`src/rtl/display_frame_loader_pkg.sv`:
```
// Shared geometry, pixel format and FSM encoding for the display frame loader.
package display_frame_loader_pkg;

   localparam int unsigned DefRows       = 8;
   localparam int unsigned DefColumns    = 32;
   localparam int unsigned DefRowW       = 3;
   localparam int unsigned DefColW       = 5;
   localparam int unsigned BytesPerPixel = 3;
   localparam int unsigned PixelW        = BytesPerPixel * 8;

   typedef enum logic [1:0] {
      StIdle     = 2'd0,
      StLoad     = 2'd1,
      StWaitSwap = 2'd2,
      StSwap     = 2'd3
   } state_e;

endpackage

```
`src/rtl/display_pixel_packer.sv`:
```
// Packs three consecutive bytes into one 24-bit pixel, byte k landing in bits [8k+7:8k].
module display_pixel_packer
   import display_frame_loader_pkg::*;
(
   input  logic              clk,
   input  logic              rst_n,
   input  logic              byte_valid,
   input  logic              sof,
   input  logic              clr,
   input  logic [7:0]        byte_data,
   output logic              pixel_valid,
   output logic [PixelW-1:0] pixel,
   output logic [1:0]        byte_cnt
);

   logic [1:0]  cnt_q, cnt_d;
   logic [15:0] pix_q, pix_d;

   // The third byte is presented directly so the pixel is complete in its handshake cycle.
   assign pixel    = {byte_data, pix_q};
   assign byte_cnt = cnt_q;

   always_comb begin
      cnt_d       = cnt_q;
      pix_d       = pix_q;
      pixel_valid = 1'b0;
      if (clr) begin
         cnt_d = 2'd0;
      end else if (byte_valid) begin
         if (sof) begin
            pix_d[7:0] = byte_data;
            cnt_d      = 2'd1;
         end else begin
            unique case (cnt_q)
               2'd0: begin
                  pix_d[7:0] = byte_data;
                  cnt_d      = 2'd1;
               end
               2'd1: begin
                  pix_d[15:8] = byte_data;
                  cnt_d       = 2'd2;
               end
               default: begin
                  pixel_valid = 1'b1;
                  cnt_d       = 2'd0;
               end
            endcase
         end
      end
   end

   always_ff @(posedge clk or negedge rst_n) begin
      if (!rst_n) begin
         cnt_q <= 2'd0;
         pix_q <= 16'd0;
      end else begin
         cnt_q <= cnt_d;
         pix_q <= pix_d;
      end
   end

endmodule

```
`src/rtl/display_frame_loader.sv`:
```
// Write-side controller of the double-buffered display memory: packs a byte stream into
// pixels, writes them in raster order and flips buffers on the driver's end-of-frame.
module display_frame_loader
   import display_frame_loader_pkg::*;
#(
   parameter int unsigned Rows    = DefRows,
   parameter int unsigned Columns = DefColumns,
   parameter int unsigned RowW    = DefRowW,
   parameter int unsigned ColW    = DefColW
) (
   input  logic              clk,
   input  logic              rst_n,
   input  logic              s_valid,
   output logic              s_ready,
   input  logic [7:0]        s_data,
   input  logic              s_sof,
   input  logic              frame_end,
   output logic              mem_wen,
   output logic [RowW-1:0]   mem_irow,
   output logic [ColW-1:0]   mem_icol,
   output logic [PixelW-1:0] mem_i,
   output logic              mem_flip,
   output logic              frame_done,
   output logic              sync_err
);

   state_e              state_q, state_d;
   logic [RowW-1:0]     row_q, row_d;
   logic [ColW-1:0]     col_q, col_d;
   logic                mem_wen_q, mem_wen_d;
   logic [RowW-1:0]     irow_q, irow_d;
   logic [ColW-1:0]     icol_q, icol_d;
   logic [PixelW-1:0]   mem_i_q, mem_i_d;
   logic                flip_q, flip_d;
   logic                done_q, done_d;
   logic                err_q, err_d;

   logic                hs;
   logic                pk_valid;
   logic                pk_clr;
   logic                pk_pixel_valid;
   logic [PixelW-1:0]   pk_pixel;
   logic [1:0]          pk_byte_cnt;
   logic                at_first;
   logic                last_col;
   logic                last_row;

   assign s_ready  = (state_q == StIdle) || (state_q == StLoad);
   assign hs       = s_valid & s_ready;
   // Idle bytes only reach the packer when they open a frame.
   assign pk_valid = hs & (s_sof | (state_q == StLoad));
   assign pk_clr   = (state_q == StSwap);
   assign at_first = (row_q == '0) && (col_q == '0) && (pk_byte_cnt == 2'd0);
   assign last_col = (col_q == ColW'(Columns - 1));
   assign last_row = (row_q == RowW'(Rows - 1));

   display_pixel_packer u_packer (
      .clk         (clk),
      .rst_n       (rst_n),
      .byte_valid  (pk_valid),
      .sof         (s_sof),
      .clr         (pk_clr),
      .byte_data   (s_data),
      .pixel_valid (pk_pixel_valid),
      .pixel       (pk_pixel),
      .byte_cnt    (pk_byte_cnt)
   );

   always_comb begin
      state_d   = state_q;
      row_d     = row_q;
      col_d     = col_q;
      mem_wen_d = 1'b0;
      irow_d    = irow_q;
      icol_d    = icol_q;
      mem_i_d   = mem_i_q;
      flip_d    = flip_q;
      done_d    = 1'b0;
      err_d     = err_q;
      unique case (state_q)
         StIdle: begin
            if (hs && s_sof) begin
               state_d = StLoad;
               row_d   = '0;
               col_d   = '0;
            end
         end
         StLoad: begin
            if (hs && s_sof) begin
               if (!at_first) err_d = 1'b1;
               row_d = '0;
               col_d = '0;
            end else if (pk_pixel_valid) begin
               mem_wen_d = 1'b1;
               mem_i_d   = pk_pixel;
               irow_d    = row_q;
               icol_d    = col_q;
               if (last_col) begin
                  col_d = '0;
                  if (last_row) begin
                     row_d   = '0;
                     state_d = StWaitSwap;
                  end else begin
                     row_d = row_q + 1'b1;
                  end
               end else begin
                  col_d = col_q + 1'b1;
               end
            end
         end
         StWaitSwap: begin
            // Flip is registered on entry so it is visible during the SWAP cycle itself.
            if (frame_end) begin
               state_d = StSwap;
               flip_d  = ~flip_q;
               done_d  = 1'b1;
            end
         end
         default: begin
            state_d = StIdle;
            row_d   = '0;
            col_d   = '0;
         end
      endcase
   end

   always_ff @(posedge clk or negedge rst_n) begin
      if (!rst_n) begin
         state_q   <= StIdle;
         row_q     <= '0;
         col_q     <= '0;
         mem_wen_q <= 1'b0;
         irow_q    <= '0;
         icol_q    <= '0;
         mem_i_q   <= '0;
         flip_q    <= 1'b0;
         done_q    <= 1'b0;
         err_q     <= 1'b0;
      end else begin
         state_q   <= state_d;
         row_q     <= row_d;
         col_q     <= col_d;
         mem_wen_q <= mem_wen_d;
         irow_q    <= irow_d;
         icol_q    <= icol_d;
         mem_i_q   <= mem_i_d;
         flip_q    <= flip_d;
         done_q    <= done_d;
         err_q     <= err_d;
      end
   end

   assign mem_wen    = mem_wen_q;
   assign mem_irow   = irow_q;
   assign mem_icol   = icol_q;
   assign mem_i      = mem_i_q;
   assign mem_flip   = flip_q;
   assign frame_done = done_q;
   assign sync_err   = err_q;

endmodule
```
`config.mk`:
```
export PLATFORM = sky130hd
export DESIGN_NAME = display_frame_loader
export DESIGN_NICKNAME = d
export VERILOG_FILES = /design/src/rtl/display_frame_loader_pkg.sv /design/src/rtl/display_pixel_packer.sv /design/src/rtl/display_frame_loader.sv
export SDC_FILE = /design/constraint.sdc
export NUM_CORES = 1
export LEC_CHECK = 0
export BUFFER_PORTS_ARGS = -buffer_cell sky130_fd_sc_hd__buf_2
export CORE_ASPECT_RATIO = 0.8
export CORE_UTILIZATION = 40
export DETAILED_ROUTE_END_ITERATION = 10
export PLACE_DENSITY = 0.63
export SYNTH_ARGS = -nofsm -noshare
export SYNTH_HDL_FRONTEND = slang
export SYNTH_HIERARCHICAL = 1
export SYNTH_SLANG_ARGS = --single-unit
```
`constraint.sdc`:
```
create_clock -name clk -period 2.9 [get_ports clk]
set_input_delay 0.87 -clock clk [delete_from_list [all_inputs] [get_ports clk]]
set_output_delay 0.87 -clock clk [all_outputs]
set_load 0.02 [all_outputs]
```
==> results of run 1 <==
-- where the power goes --
group / switching [uW] / internal, uW / total, uW
Combinational: 411 / 349 / 760
Clock: 332 / 568 / 900
Sequential: 114 / 1100 / 1210
-- metal layers --
layer / wire length [um] / global-route usage (%)
met1: 2440 / 20.8
met2: 2080 / 20.6
met3: 226 / 5.99
met4: 66 / 5.30
met5: 0 / 0
-- final timing paths --
check                           startpoint           to  slack, ns  cells past startpoint
worst min-delay path              mem_flip     mem_flip       0.47                      1
worst max-delay path            state_q[1]      s_ready       0.37                      4
worst min register to register    mem_flip     mem_flip       0.47                      1
worst max register to register  state_q[1]     row_q[0]       0.41                     10
max in group asynchronous            rst_n  mem_irow[1]       1.77                      2
min in group asynchronous            rst_n    mem_i[15]       0.53                      1
-- stage by stage --
| stage | area [um^2] | utilization, % | instances |
|---|---|---|---|
| floorplan | 2780 | - | 205 |
| global placement | 3070 | 47.0 | 328 |
| detailed placement | 3070 | 47.0 | 328 |
| CTS | 3310 | 50.6 | 344 |
| global route | 3310 | 50.6 | 344 |
| finish | 3310 | 50.6 | 344 |
-- critical path: stages, from the launching register on --
cell,delay [ns]
dfrtp_1,0.42
inv_1,0.08
ha_1,0.32
or2_2,0.34
buf_2,0.16
-- synthesized netlist by cell type (3+ instances only) --
master and n:
a22o_1 3, nor2_1 6, ha_1 11, buf_4 9, nand4_1 3, nand2_1 13, buf_2 3, inv_1 8
o21ai_0 8, nand3_1 3, nand2b_1 3, dfrtp_1 64, mux2_2 43
-- flip-flops by register name, indices dropped and copies added (netlist names) --
signal / count
mem_icol: 5
row_q: 3
mem_i: 24
u_packer/pix_q: 16
mem_flip: 1
sync_err: 1
frame_done: 1
state_q: 2
mem_irow: 3
col_q: 5
u_packer/byte_cnt: 2
mem_wen: 1
-- kinds of logic after synthesis --
logic type                 Yosys count
DFF                                 64
muxes                               46
and+or+nand+nor                     43
buffers and inverters               22
AOI/OAI and AO/OA                   18
adders and majority gates           11
xor gates and xnor gates             1
-- area by class of cell --
cell class | instances | share of cell area (%)
Multi-Input combinational cell | 119 | 31.6
Tap cell | 84 | 3.18
Sequential cell | 64 | 48.4
Clock buffer | 10 | 3.86
Inverter | 8 | 0.908
Clock inverter | 6 | 3.26
Timing Repair Buffer | 53 | 8.71
==> results.sh, run 1 <==
export IMPL_run_status="finished clean"
export IMPL_rsz0062_at_grt="false"
export IMPL_first_pass_iters=4
export IMPL_finalHoldWorstSlack_ns=0.466
export IMPL_gp_congestion=0.760
export IMPL_finalCritPeriodShare_pct=87.3
export IMPL_grt_total_usage_pct=14.9
export IMPL_end_kind="primary output"
export IMPL_row_count=26
export IMPL_post_drt_wl_per_cell_um=14.0
export IMPL_synth_top_family_by_area="multiplexers"
export IMPL_postCtsSetupBuffers=0
export IMPL_synth_compound_area_share_pct=4.73
export IMPL_synth_distinct_cells=35
export IMPL_ys_warn_count=6
export IMPL_synth_area_leaders="dfrtp_1 (58%), mux2_2 (17%), ha_1 (5.0%), buf_4 (2.4%), nand2_1 (1.8%)"
export IMPL_root_buffer="clkbuf_8"
export IMPL_via_count=1657
export IMPL_coreArea_um2=6540
export IMPL_die_w_um=95.2
export IMPL_seq_area_um2=1600
export IMPL_fillCellCount=593
export IMPL_vias_per_cell=4.82
export IMPL_cts_sinks=64
export IMPL_port_buffers=49
export IMPL_cts_hold_buf=0
export IMPL_finClkSkew_ns=0.00591
export IMPL_ant_nets=0
export IMPL_hp_class="reg -> reg"
export IMPL_synth_mux_area_fraction_pct=18.6
export IMPL_synth_fp_nets=229
export IMPL_pre_cts_ws_ns=0.307
export IMPL_power_density_nw_per_um2=870
export IMPL_diodes=0
export IMPL_cts_tree="done"
export IMPL_max_freq_mhz=395
export IMPL_ys_flop_type="dfrtp_1"
export IMPL_drc=0
export IMPL_worst_slack_ns=0.368
export IMPL_synthCells=205
export IMPL_htree_levels=3
export IMPL_nNetsFinal=279
export IMPL_initial_core_util_pct=42.5
export IMPL_clk_insertion_delay_late_ns=0.33
export IMPL_post_cts_resized=0
export IMPL_finalPower_uw=2870
export IMPL_syn_area_um2=2780
export IMPL_cts_made_buffers=9
export IMPL_crit_required_ns=2.03
export IMPL_period_minus_slack_ns=2.53
export IMPL_final_common_cell="dfrtp_1"
export IMPL_drive_gt1_share_pct=45.0
export IMPL_cp_max_fo=11
export IMPL_die_y_um=76.5
export IMPL_yosys_area_share_simple_pct=8.87
export IMPL_initialDrtViolationCount=54
export IMPL_antenna_found_initial=0
export IMPL_area_growth_syn_to_layout_pct=19.0
export IMPL_yosysTopAreaCell="dfrtp_1"
export IMPL_grt_max_degree=42
export IMPL_yosysSeqAreaShare_pct=57.7
export IMPL_startpoint_type="flop"
export IMPL_dp_hpwl_mm=3.38
export IMPL_synth_xor_area_share_pct=0.315
export IMPL_grt_pass1_vias=1664
export IMPL_grt_ovfl_total=0
export IMPL_synth_fa_ha_area_share_pct=4.95
export IMPL_synth_seq_cells=64
export IMPL_dieArea_um2=7280
export IMPL_max_cap_violations=0
export IMPL_drv_slew=0
export IMPL_crit_arrival_ns=1.66
export IMPL_irDropWorstVdd_uv=394
export IMPL_maxSlewHeadroom_pct=62.3
export IMPL_tns_ns=0
export IMPL_crit_type="reg -> out"
export IMPL_finalSetupViolCount=0
export IMPL_postSynth_asyncResetShare_pct=100
export IMPL_final_cell_mix="dfrtp_1 (64), buf_2 (49), mux2_2 (43)"
export IMPL_synth_edf_count=0
export IMPL_hold_viol=0
export IMPL_clock_path_buffers=2
export IMPL_synth_top_area_share_pct=57.7
export IMPL_io_pins=50
export IMPL_multi_input_area_um2=1050
export IMPL_worst_pin_slew_ns=0.565
export IMPL_grt_pass1_wl_mm=8.16
export IMPL_p_leak_uw=0.00176
export IMPL_path_clk_slew_ns=0.07
export IMPL_totalWireLength_mm=4.81
export IMPL_syn_area_per_cell_um2=13.5
Power figures use the tool's default switching activity.
==> run 2, diff against run 1 <==
- clock period: 2.9 -> 3.27 ns (I/O delays scaled with it)
==> results.sh, run 2 (synthesis results as in run 1) <==
export IMPL_run_status="finished clean"
export IMPL_p_int_uw=1740
export IMPL_gp_congestion=0.760
export IMPL_cts_tree="done"
export IMPL_htree_levels=3
export IMPL_dp_cells=327
export IMPL_post_cts_resized=0
export IMPL_antenna_found_initial=0
export IMPL_hold_viol=0
export IMPL_diodes=0
export IMPL_largest_reg_flops=24
export IMPL_comb_power_share_pct=26.7
export IMPL_hp_class="reg -> reg"
export IMPL_grt_pass1_wl_mm=8.31
export IMPL_via_count=1683
export IMPL_die_y_um=76.5
export IMPL_cts_hold_buf=0
export IMPL_rsz0062_at_grt="false"
export IMPL_drv_slew=0
export IMPL_initialDrtViolationCount=76
export IMPL_final_cell_mix="dfrtp_1 (64), buf_2 (49), mux2_2 (43)"
export IMPL_max_cap_violations=0
export IMPL_initial_core_util_pct=42.5
export IMPL_row_count=26
export IMPL_netSwitchingFraction_pct=31.4
export IMPL_crit_arrival_ns=1.69
export IMPL_final_common_cell="dfrtp_1"
export IMPL_grt_pass1_vias=1704
export IMPL_finalSetupViolCount=0
export IMPL_fillCellCount=597
export IMPL_cts_sinks=64
export IMPL_finalCritPeriodShare_pct=81.6
export IMPL_port_buffers=49
export IMPL_max_freq_mhz=375
export IMPL_clk_insertion_delay_late_ns=0.34
export IMPL_root_buffer="clkbuf_8"
export IMPL_pwr_share_seq_pct=42.7
export IMPL_crit_type="reg -> out"
export IMPL_finClkSkew_ns=0.00837
export IMPL_ant_nets=0
export IMPL_layout_cells_non_filler=343
export IMPL_io_pins=50
export IMPL_coreArea_um2=6540
export IMPL_finalHoldWorstSlack_ns=0.460
export IMPL_final_util_pct=50.3
export IMPL_grt_max_degree=39
export IMPL_maxSlewHeadroom_pct=58.4
export IMPL_grt_ovfl_total=0
export IMPL_end_kind="primary output"
export IMPL_period_minus_slack_ns=2.67
export IMPL_drive_gt1_share_pct=45.2
export IMPL_drc=0
export IMPL_tns_ns=0
export IMPL_power_density_nw_per_um2=768
export IMPL_dp_hpwl_mm=3.41
export IMPL_startpoint_type="flop"
export IMPL_crit_required_ns=2.29
export IMPL_totalWireLength_mm=4.89
export IMPL_p_switching_uw=793
export IMPL_postCtsSetupBuffers=0
export IMPL_cts_made_buffers=9
export IMPL_post_drt_wl_per_cell_um=14.3
export IMPL_vias_per_cell=4.91
export IMPL_area_growth_syn_to_layout_pct=18.5
export IMPL_clock_path_buffers=2
export IMPL_cp_max_fo=11
export IMPL_first_pass_iters=4
export IMPL_dieArea_um2=7280
export IMPL_path_clk_slew_ns=0.08
export IMPL_die_w_um=95.2
export IMPL_irDropWorstVdd_uv=315
export IMPL_finalPower_uw=2530
export IMPL_p_leak_uw=0.00174
export IMPL_worst_pin_slew_ns=0.624
export IMPL_p_clk_share_pct=30.6
export IMPL_nNetsFinal=278
export IMPL_grt_total_usage_pct=15.4
run 2: final cells by class:
type | count | area (um^2) | area share [%]
inverter | 8 | 30.0 | 0.912
multi-input combinational | 119 | 1050 | 31.8
sequential | 64 | 1600 | 48.7
tap | 84 | 105 | 3.19
timing repair buffer | 52 | 280 | 8.51
clock inverter | 6 | 91.3 | 2.77
clock buffer | 10 | 138 | 4.18
run 2: critical path, stage by stage, from the launching register on:
cell and delay (ns):
dfrtp_1 0.43, inv_1 0.08, ha_1 0.32, or2_2 0.34
buf_2 0.16
run 2: metrics by stage:
| step | cell area, um^2 | worst slack [ns] |
|---|---|---|
| after detailed placement | 3060 | 0.533 |
| after global placement | 3060 | 0.611 |
| after floorplan | 2780 | 0.897 |
| final | 3290 | 0.602 |
| after CTS | 3290 | 0.596 |
| after global routing | 3290 | 0.541 |
run 2: power by group through the flow:
stage               clock (uW)  sequential, uW  combinational, uW
floorplan                    0            1140                432
global placement             0            1090                663
detailed placement           0            1090                677
CTS                        797            1080                682
global route               823            1110                745
finish                     775            1080                675
run 2: final timing paths:
kind	slack, ns	from	endpoint	cells after the start
setup / recovery	0.60	state_q[1]	s_ready	4
hold / removal	0.46	mem_flip	mem_flip	1
setup reg to reg	0.77	state_q[1]	state_q[0]	9
hold reg to reg	0.46	mem_flip	mem_flip	1
max in group asynchronous	2.01	rst_n	u_packer/pix_q[9]	2
min in group asynchronous	0.64	rst_n	mem_flip	1
run 2: routing by layer:
metal	part of all wire [%]	vias up	global-route usage, %
met5	0	-	0
met4	1.9	0	8.18
met3	5.0	7	5.19
met2	45	34	21.6
met1	48	835	20.8
li1	-	807	-
==> run 3, diff against run 2 <==
- clock period: 3.27 -> 2.47 ns (I/O delays scaled with it)
==> results.sh, run 3 (synthesis results as in run 1) <==
export IMPL_port_buffers=49
export IMPL_finalCritPeriodShare_pct=96.5
export IMPL_root_buffer="clkbuf_8"
export IMPL_final_cell_mix="dfrtp_1 (63), buf_2 (49), mux2_2 (43)"
export IMPL_p_switching_uw=1040
export IMPL_crit_required_ns=1.73
export IMPL_netSwitchingFraction_pct=30.1
export IMPL_p_int_uw=2420
export IMPL_comb_power_share_pct=26.3
export IMPL_initialDrtViolationCount=71
export IMPL_totalWireLength_mm=4.78
export IMPL_grt_ovfl_total=0
export IMPL_maxSlewHeadroom_pct=63.6
export IMPL_vias_per_cell=4.86
export IMPL_power_density_nw_per_um2=1030
export IMPL_area_growth_syn_to_layout_pct=20.8
export IMPL_max_freq_mhz=420
export IMPL_crit_arrival_ns=1.64
export IMPL_period_minus_slack_ns=2.38
export IMPL_finalSetupViolCount=0
export IMPL_clock_path_buffers=2
export IMPL_hold_viol=0
export IMPL_tns_ns=0
export IMPL_via_count=1683
export IMPL_path_clk_slew_ns=0.07
export IMPL_first_pass_iters=4
export IMPL_final_common_cell="dfrtp_1"
export IMPL_cts_hold_buf=0
export IMPL_coreArea_um2=6540
export IMPL_dieArea_um2=7280
export IMPL_drive_gt1_share_pct=46.9
export IMPL_grt_max_degree=65
export IMPL_pwr_share_seq_pct=41.4
export IMPL_ant_nets=0
export IMPL_io_pins=50
export IMPL_grt_pass1_wl_mm=8.28
export IMPL_r2r_end="state_q[0]"
export IMPL_end_kind="primary output"
export IMPL_initial_core_util_pct=42.5
export IMPL_run_status="finished clean"
export IMPL_worst_pin_slew_ns=0.545
export IMPL_cts_sinks=64
export IMPL_htree_levels=3
export IMPL_cts_made_buffers=9
export IMPL_gp_congestion=0.723
export IMPL_reg2reg_from="state_q[0]"
export IMPL_finalPower_uw=3450
export IMPL_crit_type="reg -> out"
export IMPL_startpoint_type="flop"
export IMPL_cts_tree="done"
export IMPL_clk_insertion_delay_late_ns=0.34
export IMPL_finClkSkew_ns=0.00869
export IMPL_drc=0
export IMPL_antenna_found_initial=0
export IMPL_nNetsFinal=281
export IMPL_rsz0062_at_grt="false"
export IMPL_hp_class="in -> async"
export IMPL_postCtsSetupBuffers=0
export IMPL_diodes=0
export IMPL_die_y_um=76.5
export IMPL_post_drt_wl_per_cell_um=13.8
export IMPL_p_clk_share_pct=32.3
export IMPL_row_count=26
export IMPL_die_w_um=95.2
export IMPL_max_cap_violations=0
export IMPL_dp_hpwl_mm=3.24
export IMPL_grt_total_usage_pct=15.3
export IMPL_r2r_cells=9
export IMPL_grt_pass1_vias=1658
export IMPL_drv_slew=0
export IMPL_crit_path_start="state_q[0]"
export IMPL_cp_max_fo=10
export IMPL_post_cts_resized=0
export IMPL_largest_reg_flops=24
export IMPL_irDropWorstVdd_uv=390
export IMPL_rrSetupSlack_ns=0.19
export IMPL_p_leak_uw=0.00178
==> run 3: worst max path at each step <==
stage                             to  cells past startpoint
after floorplan           state_q[0]                     10
final                        s_ready                      4
after global routing         s_ready                      5
after CTS                    s_ready                      5
after detailed placement  state_q[1]                      8
after global placement    state_q[0]                      8
==> run 3: final cells by class <==
cell class | count | area [um^2]
inverters | 8 | 30.0
clock inverters | 6 | 115
repair buffers | 55 | 315
fillers | 563 | 3180
well taps | 84 | 105
multi-input cells | 119 | 1050
flip-flops and latches | 64 | 1600
clock buffers | 10 | 138
==> run 3: metal layers <==
metal	wire [um]	GRT usage (%)	share of wire (%)	vias to the layer above
met5	0	0	0	-
met4	92	6.36	1.9	0
met3	234	6.09	4.9	9
met2	2050	20.3	43	34
met1	2400	21.8	50	823
li1	-	-	-	817
==> run 3: power groups by stage <==
stage | Clock, uW | Combinational [uW] | Sequential [uW]
final | 1120 | 908 | 1430
after CTS | 1150 | 913 | 1430
after global routing | 1190 | 1010 | 1470
after global placement | 0 | 892 | 1440
after detailed placement | 0 | 908 | 1450
after floorplan | 0 | 572 | 1520
==> run 3: critical path: stages, from the launching register on <==
cell     delay (ns)
dfrtp_1        0.44
ha_1           0.23
buf_4          0.17
or2_2          0.30
buf_2          0.16
==> run 3: per-stage QoR <==
step                hold slack (ns)  cells  worst slack, ns  area, um^2  util [%]
finish                        0.379    346           0.0875        3360      51.3
global route                  0.399    346           0.0131        3360      51.3
CTS                           0.403    346           0.0274        3350      51.2
detailed placement            0.453    330           0.0988        3100      47.4
global placement              0.451    330            0.145        3100      47.4
floorplan                     0.445    205            0.290        2780         -
